File: config.mk
export PLATFORM = sky130hd
export DESIGN_NAME = one_net_rx
export DESIGN_NICKNAME = d
export VERILOG_FILES = /design/src/rtl/one_net_rx.sv
export SDC_FILE = /design/constraint.sdc
export NUM_CORES = 1
export LEC_CHECK = 0
export ABC_AREA = 1
export CORE_ASPECT_RATIO = 0.5
export CORE_MARGIN = 3
export CORE_UTILIZATION = 40
export CTS_CLUSTER_DIAMETER = 80
export DETAILED_ROUTE_END_ITERATION = 6
export GPL_TIMING_DRIVEN = 0
export HOLD_SLACK_MARGIN = 0.1
export MAX_ROUTING_LAYER = met4
export SKIP_LAST_GASP = 1
export SLEW_MARGIN = 20
export SYNTH_ARGS = -nofsm -noshare
export SYNTH_HDL_FRONTEND = slang
export SYNTH_SLANG_ARGS = --single-unit
File: constraint.sdc
create_clock -name clk -period 2.6 [get_ports clk]
set_input_delay 0.26 -clock clk [delete_from_list [all_inputs] [get_ports clk]]
set_output_delay 0.26 -clock clk [all_outputs]
set_load 0.05 [all_outputs]
File: src/rtl/one_net_rx.sv
// rtl/one_net_rx.sv - single-wire UART-style frame receiver with valid/ready word output
// Optional even-parity bit and parity_err output enabled by ONE_NET_RX_PARITY_EN.
module one_net_rx #(
    parameter int CLKS_PER_BIT = 4,
    parameter int DATA_BITS    = 8
) (
    input  logic                 clk,
    input  logic                 rst_n,
    input  logic                 a,
    output logic [DATA_BITS-1:0] data,
    output logic                 valid,
    input  logic                 ready,
    output logic                 frame_err,
    output logic                 overrun
`ifdef ONE_NET_RX_PARITY_EN
    ,
    output logic                 parity_err
`endif
);

    localparam int CC_W = $clog2(CLKS_PER_BIT);
    localparam int BC_W = $clog2(DATA_BITS);
    localparam logic [CC_W-1:0] CC_LAST      = CC_W'(CLKS_PER_BIT - 1);
    localparam logic [CC_W-1:0] CC_HALF_LAST = CC_W'(CLKS_PER_BIT / 2 - 1);
    localparam logic [BC_W-1:0] BC_LAST      = BC_W'(DATA_BITS - 1);

    typedef enum logic [2:0] {
        S_IDLE,
        S_START,
        S_DATA,
`ifdef ONE_NET_RX_PARITY_EN
        S_PARITY,
`endif
        S_STOP,
        S_BREAK
    } state_t;

    state_t                state_q, state_d;
    logic                  a_meta_q, s_q;
    logic [CC_W-1:0]       cc_q, cc_d;
    logic [BC_W-1:0]       bc_q, bc_d;
    logic [DATA_BITS-1:0]  shift_q, shift_d;
    logic [DATA_BITS-1:0]  data_q, data_d;
    logic                  valid_q, valid_d;
    logic                  overrun_q, overrun_d;
    logic                  frame_err_q, frame_err_d;
    logic                  done;
    logic                  handshake;
`ifdef ONE_NET_RX_PARITY_EN
    logic                  par_q, par_d;
    logic                  parity_err_q, parity_err_d;
`endif

    always_ff @(posedge clk or negedge rst_n) begin
        if (!rst_n) begin
            a_meta_q <= 1'b1;
            s_q      <= 1'b1;
        end else begin
            a_meta_q <= a;
            s_q      <= a_meta_q;
        end
    end

    always_ff @(posedge clk or negedge rst_n) begin
        if (!rst_n) begin
            state_q     <= S_IDLE;
            cc_q        <= '0;
            bc_q        <= '0;
            shift_q     <= '0;
            data_q      <= '0;
            valid_q     <= 1'b0;
            overrun_q   <= 1'b0;
            frame_err_q <= 1'b0;
`ifdef ONE_NET_RX_PARITY_EN
            par_q        <= 1'b0;
            parity_err_q <= 1'b0;
`endif
        end else begin
            state_q     <= state_d;
            cc_q        <= cc_d;
            bc_q        <= bc_d;
            shift_q     <= shift_d;
            data_q      <= data_d;
            valid_q     <= valid_d;
            overrun_q   <= overrun_d;
            frame_err_q <= frame_err_d;
`ifdef ONE_NET_RX_PARITY_EN
            par_q        <= par_d;
            parity_err_q <= parity_err_d;
`endif
        end
    end

    // Bit sampling FSM; cc is re-zeroed at each mid-bit so later samples land mid-bit too.
    always_comb begin
        state_d     = state_q;
        cc_d        = cc_q;
        bc_d        = bc_q;
        shift_d     = shift_q;
        frame_err_d = 1'b0;
        done        = 1'b0;
`ifdef ONE_NET_RX_PARITY_EN
        par_d       = par_q;
`endif
        case (state_q)
            S_IDLE: begin
                if (!s_q) begin
                    cc_d    = '0;
                    state_d = S_START;
                end
            end
            S_START: begin
                if (cc_q == CC_HALF_LAST) begin
                    if (s_q) begin
                        state_d = S_IDLE;
                    end else begin
                        cc_d    = '0;
                        bc_d    = '0;
                        state_d = S_DATA;
                    end
                end else begin
                    cc_d = cc_q + CC_W'(1);
                end
            end
            S_DATA: begin
                if (cc_q == CC_LAST) begin
                    // Shifting in at the MSB leaves the first (LSB) bit at bit 0 after DATA_BITS shifts.
                    shift_d = {s_q, shift_q[DATA_BITS-1:1]};
                    cc_d    = '0;
                    if (bc_q == BC_LAST) begin
`ifdef ONE_NET_RX_PARITY_EN
                        state_d = S_PARITY;
`else
                        state_d = S_STOP;
`endif
                    end else begin
                        bc_d = bc_q + BC_W'(1);
                    end
                end else begin
                    cc_d = cc_q + CC_W'(1);
                end
            end
`ifdef ONE_NET_RX_PARITY_EN
            S_PARITY: begin
                if (cc_q == CC_LAST) begin
                    par_d   = s_q;
                    cc_d    = '0;
                    state_d = S_STOP;
                end else begin
                    cc_d = cc_q + CC_W'(1);
                end
            end
`endif
            S_STOP: begin
                if (cc_q == CC_LAST) begin
                    cc_d = '0;
                    if (s_q) begin
                        done    = 1'b1;
                        state_d = S_IDLE;
                    end else begin
                        frame_err_d = 1'b1;
                        state_d     = S_BREAK;
                    end
                end else begin
                    cc_d = cc_q + CC_W'(1);
                end
            end
            S_BREAK: begin
                if (s_q) begin
                    state_d = S_IDLE;
                end
            end
            default: state_d = S_IDLE;
        endcase
    end

    assign handshake = valid_q & ready;

    // A completion coinciding with a handshake refills the buffer without an overrun.
    always_comb begin
        data_d    = data_q;
        valid_d   = valid_q;
        overrun_d = overrun_q;
`ifdef ONE_NET_RX_PARITY_EN
        parity_err_d = parity_err_q;
`endif
        if (handshake) begin
            valid_d   = 1'b0;
            overrun_d = 1'b0;
        end
        if (done) begin
            if (!valid_q || ready) begin
                data_d  = shift_q;
                valid_d = 1'b1;
`ifdef ONE_NET_RX_PARITY_EN
                parity_err_d = ^{shift_q, par_q};
`endif
            end else begin
                overrun_d = 1'b1;
            end
        end
    end

    assign data      = data_q;
    assign valid     = valid_q;
    assign overrun   = overrun_q;
    assign frame_err = frame_err_q;
`ifdef ONE_NET_RX_PARITY_EN
    assign parity_err = parity_err_q;
`endif

endmodule
### Yosys cells after proc, flatten, opt, wreduce, memory -nomap -nowiden

Index checks and enable logic that the tools add are counted.

* flip-flop bits (word level): 29
* word-level logic and storage cells: 68
* output and inout port bits: 11
* input port bits: 4

* add/sub/neg operators: 2
* reductions and logical operators: 10
* eq/ne operators: 15
* bitwise logic cells: 1
* mux-type cells: 30

Operators by type and width (count)
* 2-to-1 mux 3 bit: 11
* != test 2 bit, second input constant: 8
* one-hot mux 3 bit (5 select lines): 1
* 2-to-1 mux 1 bit: 12
* 2-to-1 mux 2 bit: 4
* equality test 3 x 2 -> 1 bit, second input constant: 2
* equality test 3 bit, second input constant: 2
* one-hot mux 2 bit (3 select lines): 1
* one-hot mux 3 bit (2 select lines): 1
* AND reduction 6 bit: 1
* AND reduction 5 bit: 1
* AND reduction 2 bit: 2
* adder 3 x 1 -> 3 bit, second input constant: 1
* equality test 3 x 1 -> 1 bit, second input constant: 1
* logical NOT 3 bit: 1
* nonzero test 3 bit: 1
* adder 2 x 1 -> 2 bit, second input constant: 1
* equality test 2 x 1 -> 1 bit, second input constant: 1
* equality test 2 bit, second input constant: 1
* nonzero test 2 bit: 1
* OR reduction 2 bit: 1
* bitwise AND 1 bit: 1
* logical NOT 1 bit: 1
* logical OR 1 bit: 1

### Depth between registers and ports, before layout

* word-level depth: 4
* mapped depth: 9
* depth with buffers taken out: 9

### Worst setup path after synthesis

OpenSTA, ideal clock, no wires.

* path kind: reg-to-reg
* start point: register valid_q (netlist: valid)
* end point: register data_q[3] (netlist: data[3])
* library setup time: 74 ps
* buffers on the path: 1
* stages on the path, launching flop included: 6
* data required time: 2526 ps
* slack: 1293 ps
* data arrival time: 1233 ps
* period minus slack after synthesis: 1307 ps
* path through: dfrtp_1 nand2_1 nand3_4 buf_6 nand2_2 o21ai_2

* longest elaborated chain between the ends: 3

RTL lines
* start: declaration: line 44 `logic valid_q, valid_d;`
* start signal: assignment: line 84 `valid_q <= valid_d;`
* logical NOT 1 bit: line 192 `if (!valid_q || ready) begin`
* logical OR 1 bit: line 192
* AND reduction 2 bit (no line)
* end signal: assignment: line 83 `data_q <= data_d;`
* end: declaration: line 43 `logic [DATA_BITS-1:0] data_q, data_d;`

No other way between the ends.
A chain may end at the register's enable or synchronous reset.

### Final worst setup path

* start point: register data_q[4] (netlist: data[4])
* end point: output data[4]

RTL lines
* end: declaration: line 10 `output logic [DATA_BITS-1:0] data,`

No word-level cell between the ends.

==> results.txt <==
* Result of the run: completed
* Biggest area contributors in the synthesized netlist: sky130_fd_sc_hd__dfrtp_1 50%, sky130_fd_sc_hd__nand2_1 11%, sky130_fd_sc_hd__o21ai_2 5.8%
- In the routed layout, each cell is associated on average with a via count of 4.65.
* Fmax: 0.585 GHz
* Avg Inst Size Synth: 9.16 um2
- In the global route stage, met3 resource usage came out at 0.0578.
* Post CTS Setup Buffer Count: 0
- Required time of the critical path: 2340 ps
- Non-Filler Instances: 211
- Fin nets: 178
- Placer congestion estimate: 0.832
- Library cell used as clock root buffer: sky130_fd_sc_hd__clkbuf_8
* Number of hold violations in the final report: 0
- Clock tree from TritonCTS: done
- Cells after DPL: 202
* Max-slew violations: 0
- Category of the critical setup timing path: reg2out
* Placeable core region: 3120 um2
- No sink is reached through more buffers than the 2 on the longest clock path.
- In the synthesized netlist, the cells that appear most often are 40 x sky130_fd_sc_hd__nand2_1, 27 x sky130_fd_sc_hd__dfrtp_1, 18 x sky130_fd_sc_hd__inv_1, 10 x sky130_fd_sc_hd__nand3_1, 9 x sky130_fd_sc_hd__o21ai_2.
- Entering global routing, the biggest net connects 30 pins.
- Primary FF master, synth: sky130_fd_sc_hd__dfrtp_1
- Clock latency on the worst-skew pair: 280 ps
- Via count of the first global-routing pass: 926
- After synthesis, the share of flip-flops with an asynchronous set or reset is 1.00.
- Detailed routing inserted a total of 982 vias.
* Leading area contributor after synthesis: sky130_fd_sc_hd__dfrtp_1
- Gate family responsible for the most delay along the worst path: buffers and inverters
- Pin slew with the least headroom to its limit: 666 ps
- Kind of end point of the critical path: output pin
- Number of top-level pins: 15
* Post-route setup TNS: 0 ps
- The die covers 4170 um2.
- The routed design has 2.46 mm of wire.
- Worst Skew: 7.70 ps
- The initial antenna violation count is 0.
- The detail route stage leaves a number of antenna-violating nets equal to 0.
* N_diodes: 0
- Peak VDD IR: 0.000376 V
- The first global-routing pass estimated 4.29 mm of wire.
- Met1 usage: 0.199
- Rel. slew slack: 0.556
- TritonCTS buffer count: 5
* Total power per unit cell area: 870 nW/um2
- On the worst path, the slowest cell contributes a delay of 810 ps.
- Period Utilization, post-route: 0.657
- Among all cell types in the netlist, the one instantiated most often is sky130_fd_sc_hd__nand2_1.
- CTS H-tree lvls: 2
- The mapped netlist covers 1360 um2.
- Post-Synthesis Net Count: 156
- Synthesis produced a netlist whose cell count is 148.
- The first TritonRoute pass finished after 4 iterations.
- During synthesis, Yosys emitted a total of 0 warnings.
- Yosys mapped a number of flops with a built-in enable equal to 0.
- Met2 routing resource usage after global routing: 0.193
- Area Overhead vs Synth: 22.3%
- Once detailed placement completed, the half-perimeter wirelength came to 1.70 mm.
* Max FO, Critical Path: 2
- Die Wd: 88.4 um
* Number of placement rows: 14
* Port Buffer Count: 14
- The clock net in this run drives a total of 29 sinks.
- Of the cells placed in the final design, the portion with a size suffix greater than 1 is 0.187.
- Synthesis instantiated 19 different standard cells from the library.
- Worst path arrival time: 1450 ps
- Detailed router's first-iteration violation count: 42
- Setup-violating endpoint count in the final report: 0
- The synthesized design contains 29 register bits.
- For this run, the register share of the synthesized area comes to 0.537.
- Die span in y: 47.2 um
* Clock transition time at the flip-flop clock pins of the worst setup and hold paths: 70 ps
* Static leakage power: 0.784 nW
* Average detailed-routed wire length per instance: 11.6 um
* Shortest period the worst path allows: 1710 ps
- Overflow after GRT: 0
* Setup repair after global routing missed its margin: no
- Counting both buffers and inverters, the worst setup path holds a total of 1.
* Share of the synthesized area in the top cell type: 0.498
- Across the run, the number of max-cap violations was 0.
- Starting utilization of the core area: 0.435
- For this design, the slowest cell found on the critical path is sky130_fd_sc_hd__clkdlybuf4s50_1.
* Most heavily used metal layer in global routing: met1
- In this run the worst hold path is classified as reg2reg.
- Number of DRC violations after detailed routing: 0
- Total GRT Usage: 0.147
* Worst Setup Start Kind: flip-flop
- Worst slack on hold paths: 359 ps
- Walking the worst path, the cells encountered are clkdlybuf4s50_1.
[placed cells by master, fill, tap and decap left out]
cell | netlist | final
sky130_fd_sc_hd__buf_2 | 0 | 1
sky130_fd_sc_hd__buf_6 | 2 | 2
sky130_fd_sc_hd__inv_1 | 18 | 18
sky130_fd_sc_hd__nand2_2 | 4 | 4
sky130_fd_sc_hd__o21ai_1 | 8 | 8
sky130_fd_sc_hd__o21bai_1 | 2 | 2
sky130_fd_sc_hd__dfstp_2 | 2 | 2
sky130_fd_sc_hd__o21ai_0 | 6 | 6
sky130_fd_sc_hd__dlygate4sd3_1 | 0 | 1
sky130_fd_sc_hd__clkdlybuf4s50_1 | 0 | 13
sky130_fd_sc_hd__clkinv_2 | 0 | 1
sky130_fd_sc_hd__ha_1 | 4 | 4
sky130_fd_sc_hd__clkbuf_8 | 0 | 5
sky130_fd_sc_hd__o21ai_2 | 9 | 9
sky130_fd_sc_hd__inv_2 | 4 | 4
sky130_fd_sc_hd__nor3_4 | 1 | 1
sky130_fd_sc_hd__o22ai_1 | 1 | 1
sky130_fd_sc_hd__clkbuf_1 | 0 | 1
sky130_fd_sc_hd__nand3b_1 | 2 | 2
sky130_fd_sc_hd__nor2_1 | 6 | 6
sky130_fd_sc_hd__bufinv_16 | 0 | 1
sky130_fd_sc_hd__nand2_1 | 40 | 40
sky130_fd_sc_hd__nand3_4 | 1 | 1
sky130_fd_sc_hd__dfrtp_1 | 27 | 27
sky130_fd_sc_hd__nand3_1 | 10 | 10
sky130_fd_sc_hd__nor2_2 | 1 | 1
[registers in the layout, summed over array words and instances (netlist names)]
signal     count
a_meta_q       1
bc_q           3
cc_q           2
data           8
frame_err      1
overrun        1
s_q            1
shift_q        8
state_q        3
valid          1
[through the flow]
step	worst slack [ps]	utilization	cell area [um2]	power, W
finish	891	0.532	1660	0.00144
global route	839	0.532	1660	0.00155
CTS	875	0.532	1660	0.00146
detailed placement	1120	0.494	1540	0.000996
global placement	729	0.496	1550	0.000988
floorplan	1290	-	1360	0.000896
[report_power, final]
group | internal [W] | switching [W]
clock network | 0.000284 | 0.000175
logic | 0.000141 | 0.000278
registers | 0.000516 | 0.0000501
[worst paths after layout]
kind                            startpoint         end  slack [ps]  cells after the start
worst min register to register    a_meta_q         s_q         360                      0
worst max-delay path               data[4]     data[4]         890                      1
min in group asynchronous            rst_n     bc_q[0]         550                      2
worst min-delay path              a_meta_q         s_q         360                      0
max in group asynchronous            rst_n  shift_q[3]        1620                      2
worst max register to register     bc_q[0]     bc_q[1]        1150                      8
[cell type report]
class | instances | area (um2)
clock inverter | 2 | 35.0
clock buffer | 6 | 72.6
fill | 303 | 1460
multi-input combinational | 95 | 523
timing repair buffer | 15 | 145
sequential | 29 | 728
tap | 40 | 50.0
inverter | 22 | 82.6
buffer | 2 | 22.5
[cell families (layout without fill, tap and decap cells)]
group / count (synthesis) / in the layout / synth area share
flip-flops: 29 / 29 / 0.537
buffers and inverters: 24 / 47 / 0.0775
AND/OR/NAND/NOR: 65 / 65 / 0.223
AO/OA/AOI/OAI: 26 / 26 / 0.125
adder cells (fa/ha/maj): 4 / 4 / 0.0369
[metal layers]
layer / vias to the layer above / routed length (um)
met5: - / 0
met4: 0 / 19
met3: 3 / 76
met2: 10 / 1010
met1: 454 / 1350
li1: 515 / -
[repair_timing]
| item | in CTS | in global routing |
|---|---|---|
| endpoints found under the hold margin | 27 | 0 |
| gates resized for setup | 0 | 0 |
| hold buffers | 1 | 0 |
Power figures use the tool's default switching activity.
==> RTL change (same flow settings) <==
`CLKS_PER_BIT`: 4 -> 16.
--- a/src/rtl/one_net_rx.sv
+++ b/src/rtl/one_net_rx.sv
@@ -1,7 +1,7 @@
 // rtl/one_net_rx.sv - single-wire UART-style frame receiver with valid/ready word output
 // Optional even-parity bit and parity_err output enabled by ONE_NET_RX_PARITY_EN.
 module one_net_rx #(
-    parameter int CLKS_PER_BIT = 4,
+    parameter int CLKS_PER_BIT = 16,
     parameter int DATA_BITS    = 8
 ) (
     input  logic                 clk,
Check against the original RTL: same outputs for any inputs over 10 cycles, from zero or initial values and one cycle with rst_n low; that may be too few to reach the edited logic, so the function may still have changed.
==> RTL change against the original RTL <==
Total power fell by 9.1%. Worst setup slack got worse by 0.0061 ns. Sequential cell count rose by 2. Global-route usage fell by 0.67 points. Count of clock-buffer cells in the layout did not move. Non-clock buffer count did not move. Routed wire length rose by 8.5%. Clock skew fell by 0.0041 ns. Sequential share of layout area rose by 0.25 points. First-iteration DRC count fell by 4.8%. Area after synthesis rose by 8.6%. Design area rose by 6.3%. Largest power group unchanged.
==> RTL change: results (changes against the original RTL) <==
Result of the run: completed (unchanged). The routed length on met3 is 89 um (was 76 um). The power drawn by the sequential cells is 0.603 mW (was 0.566 mW). The ratio of cells with drive above 1 in the final layout came to 18.1% (was 18.7%). The capture point of the worst reg-to-reg path is state_q[1] (was bc_q[1]). The compound-cell area share of the yosys netlist is 12.2% (was 12.5%).

The detailed-routed wire length on met2 was 1150 um (was 1010 um). The final weighted congestion in routability-driven placement is 0.866 (was 0.832). The HPWL after detailed placement was 1900 um (was 1700 um).

The fraction of met3 tracks used by global routing came out at 7.40% (was 5.78%). Commonest cells post-synth: sky130_fd_sc_hd__nand2_1, sky130_fd_sc_hd__dfrtp_1, sky130_fd_sc_hd__inv_1, sky130_fd_sc_hd__o21ai_2, sky130_fd_sc_hd__nor2_1 (was sky130_fd_sc_hd__nand2_1, sky130_fd_sc_hd__dfrtp_1, sky130_fd_sc_hd__inv_1, sky130_fd_sc_hd__nand3_1, sky130_fd_sc_hd__o21ai_2). The post-placement cell count came out at 227 (was 202). The startpoint of the most critical setup path was valid (was data[4]). The wire length on met1 came out at 1430 um (was 1350 um).

The worst-case vdd ir drop came out at 296 uV (was 376 uV). The startpoint of the lowest-slack hold path is a_meta_q (unchanged). The final hold slack is 0.363 ns (was 0.359 ns). The largest fanout of any net on the critical path came out at 3 (was 2). The net switching fraction of the power came out at 35.9% (was 34.8%). The power consumed by the clock network is 0.367 mW (was 0.459 mW). Synth area leaders: sky130_fd_sc_hd__dfrtp_1, sky130_fd_sc_hd__nand2_1, sky130_fd_sc_hd__o21ai_2 (unchanged).

The register share of total power is 45.9% (was 39.2%). The leakage power total is 0.842 nW (was 0.784 nW). The startpoint of the worst register-to-register path is cc_q[0] (was bc_q[0]). The count of mapped cells out of synthesis is 165 (was 148).

The via count of the first global-routing pass is 1012 (was 926). The sequential area share after synthesis is 52.8% (was 53.7%). The setup skew after layout came out at 0.00359 ns (was 0.00770 ns).

The capture point of the worst path was valid (was data[4]). The mean number of vias per cell is 4.60 (was 4.65). The wire length of the first global-routing pass is 4680 um (was 4290 um).

The portion of netlist area occupied by mux cells is 0% (unchanged). The violation count after the first detailed-route iteration is 40 (was 42). The overall fraction of global-route tracks in use was 14.1% (was 14.7%). The number of standard cells in the layout, taps in and fillers out came out at 236 (was 211). The wire length after detailed routing came out at 2670 um (was 2460 um). The post-synthesis adder-cell area fraction came out at 2.55% (was 3.69%).

The worst min-delay path category is reg -> reg (unchanged). The library cell contributing the largest single delay on the critical path was sky130_fd_sc_hd__clkdlybuf4s50_1 (unchanged). The number of inserted filler cells in the final layout is 322 (was 303). The net count of the finished layout is 194 (was 178). The global routing met2 resource utilization is 19.1% (was 19.3%). The number of cells traversed by the worst register-to-register path came out at 8 (unchanged).

The top layer used by detailed routing is met4 (unchanged). The relative max-transition margin is 55.9% (was 55.6%). The number of distinct library cell variants in the gate-level netlist after synthesis came out at 23 (was 19). The met1 demand-to-capacity share in global routing came out at 17.9% (was 19.9%). The pin count of the biggest net entering global routing came out at 32 (was 30).
[RTL change: cell types whose count changed in the layout (fill, tap and decap cells not counted), sizes merged, moves of 2 or more]
cell	delta
inv	-2
nand3b	-2
o21ai	-4
nand4	+3
o21bai	-2
dfrtp	+2
nor2	+5
nand2	+14
nand3	-2
a21oi	+5
[RTL change: final cells by class]
| cell class | instances | share of cell area [%] |
|---|---|---|
| Buffer | 2 | 1.28 |
| Clock buffer | 6 | 4.12 |
| Clock inverter | 2 | 0.710 |
| Inverter | 21 | 4.54 |
| Multi-Input combinational cell | 111 | 33.6 |
| Sequential cell | 31 | 44.1 |
| Tap cell | 48 | 3.41 |
| Timing Repair Buffer | 15 | 8.23 |
[RTL change: metrics by stage]
stage,instance area [um^2],worst slack [ns]
floorplan,1470,1.24
global placement,1670,0.636
detailed placement,1670,1.04
CTS,1760,0.867
global route,1760,0.821
finish,1760,0.885
[RTL change: repair_timing]
action                                  CTS  global route
hold endpoints to repair                 29             0
hold buffers                              1             0
endpoints found under the setup margin    0             0
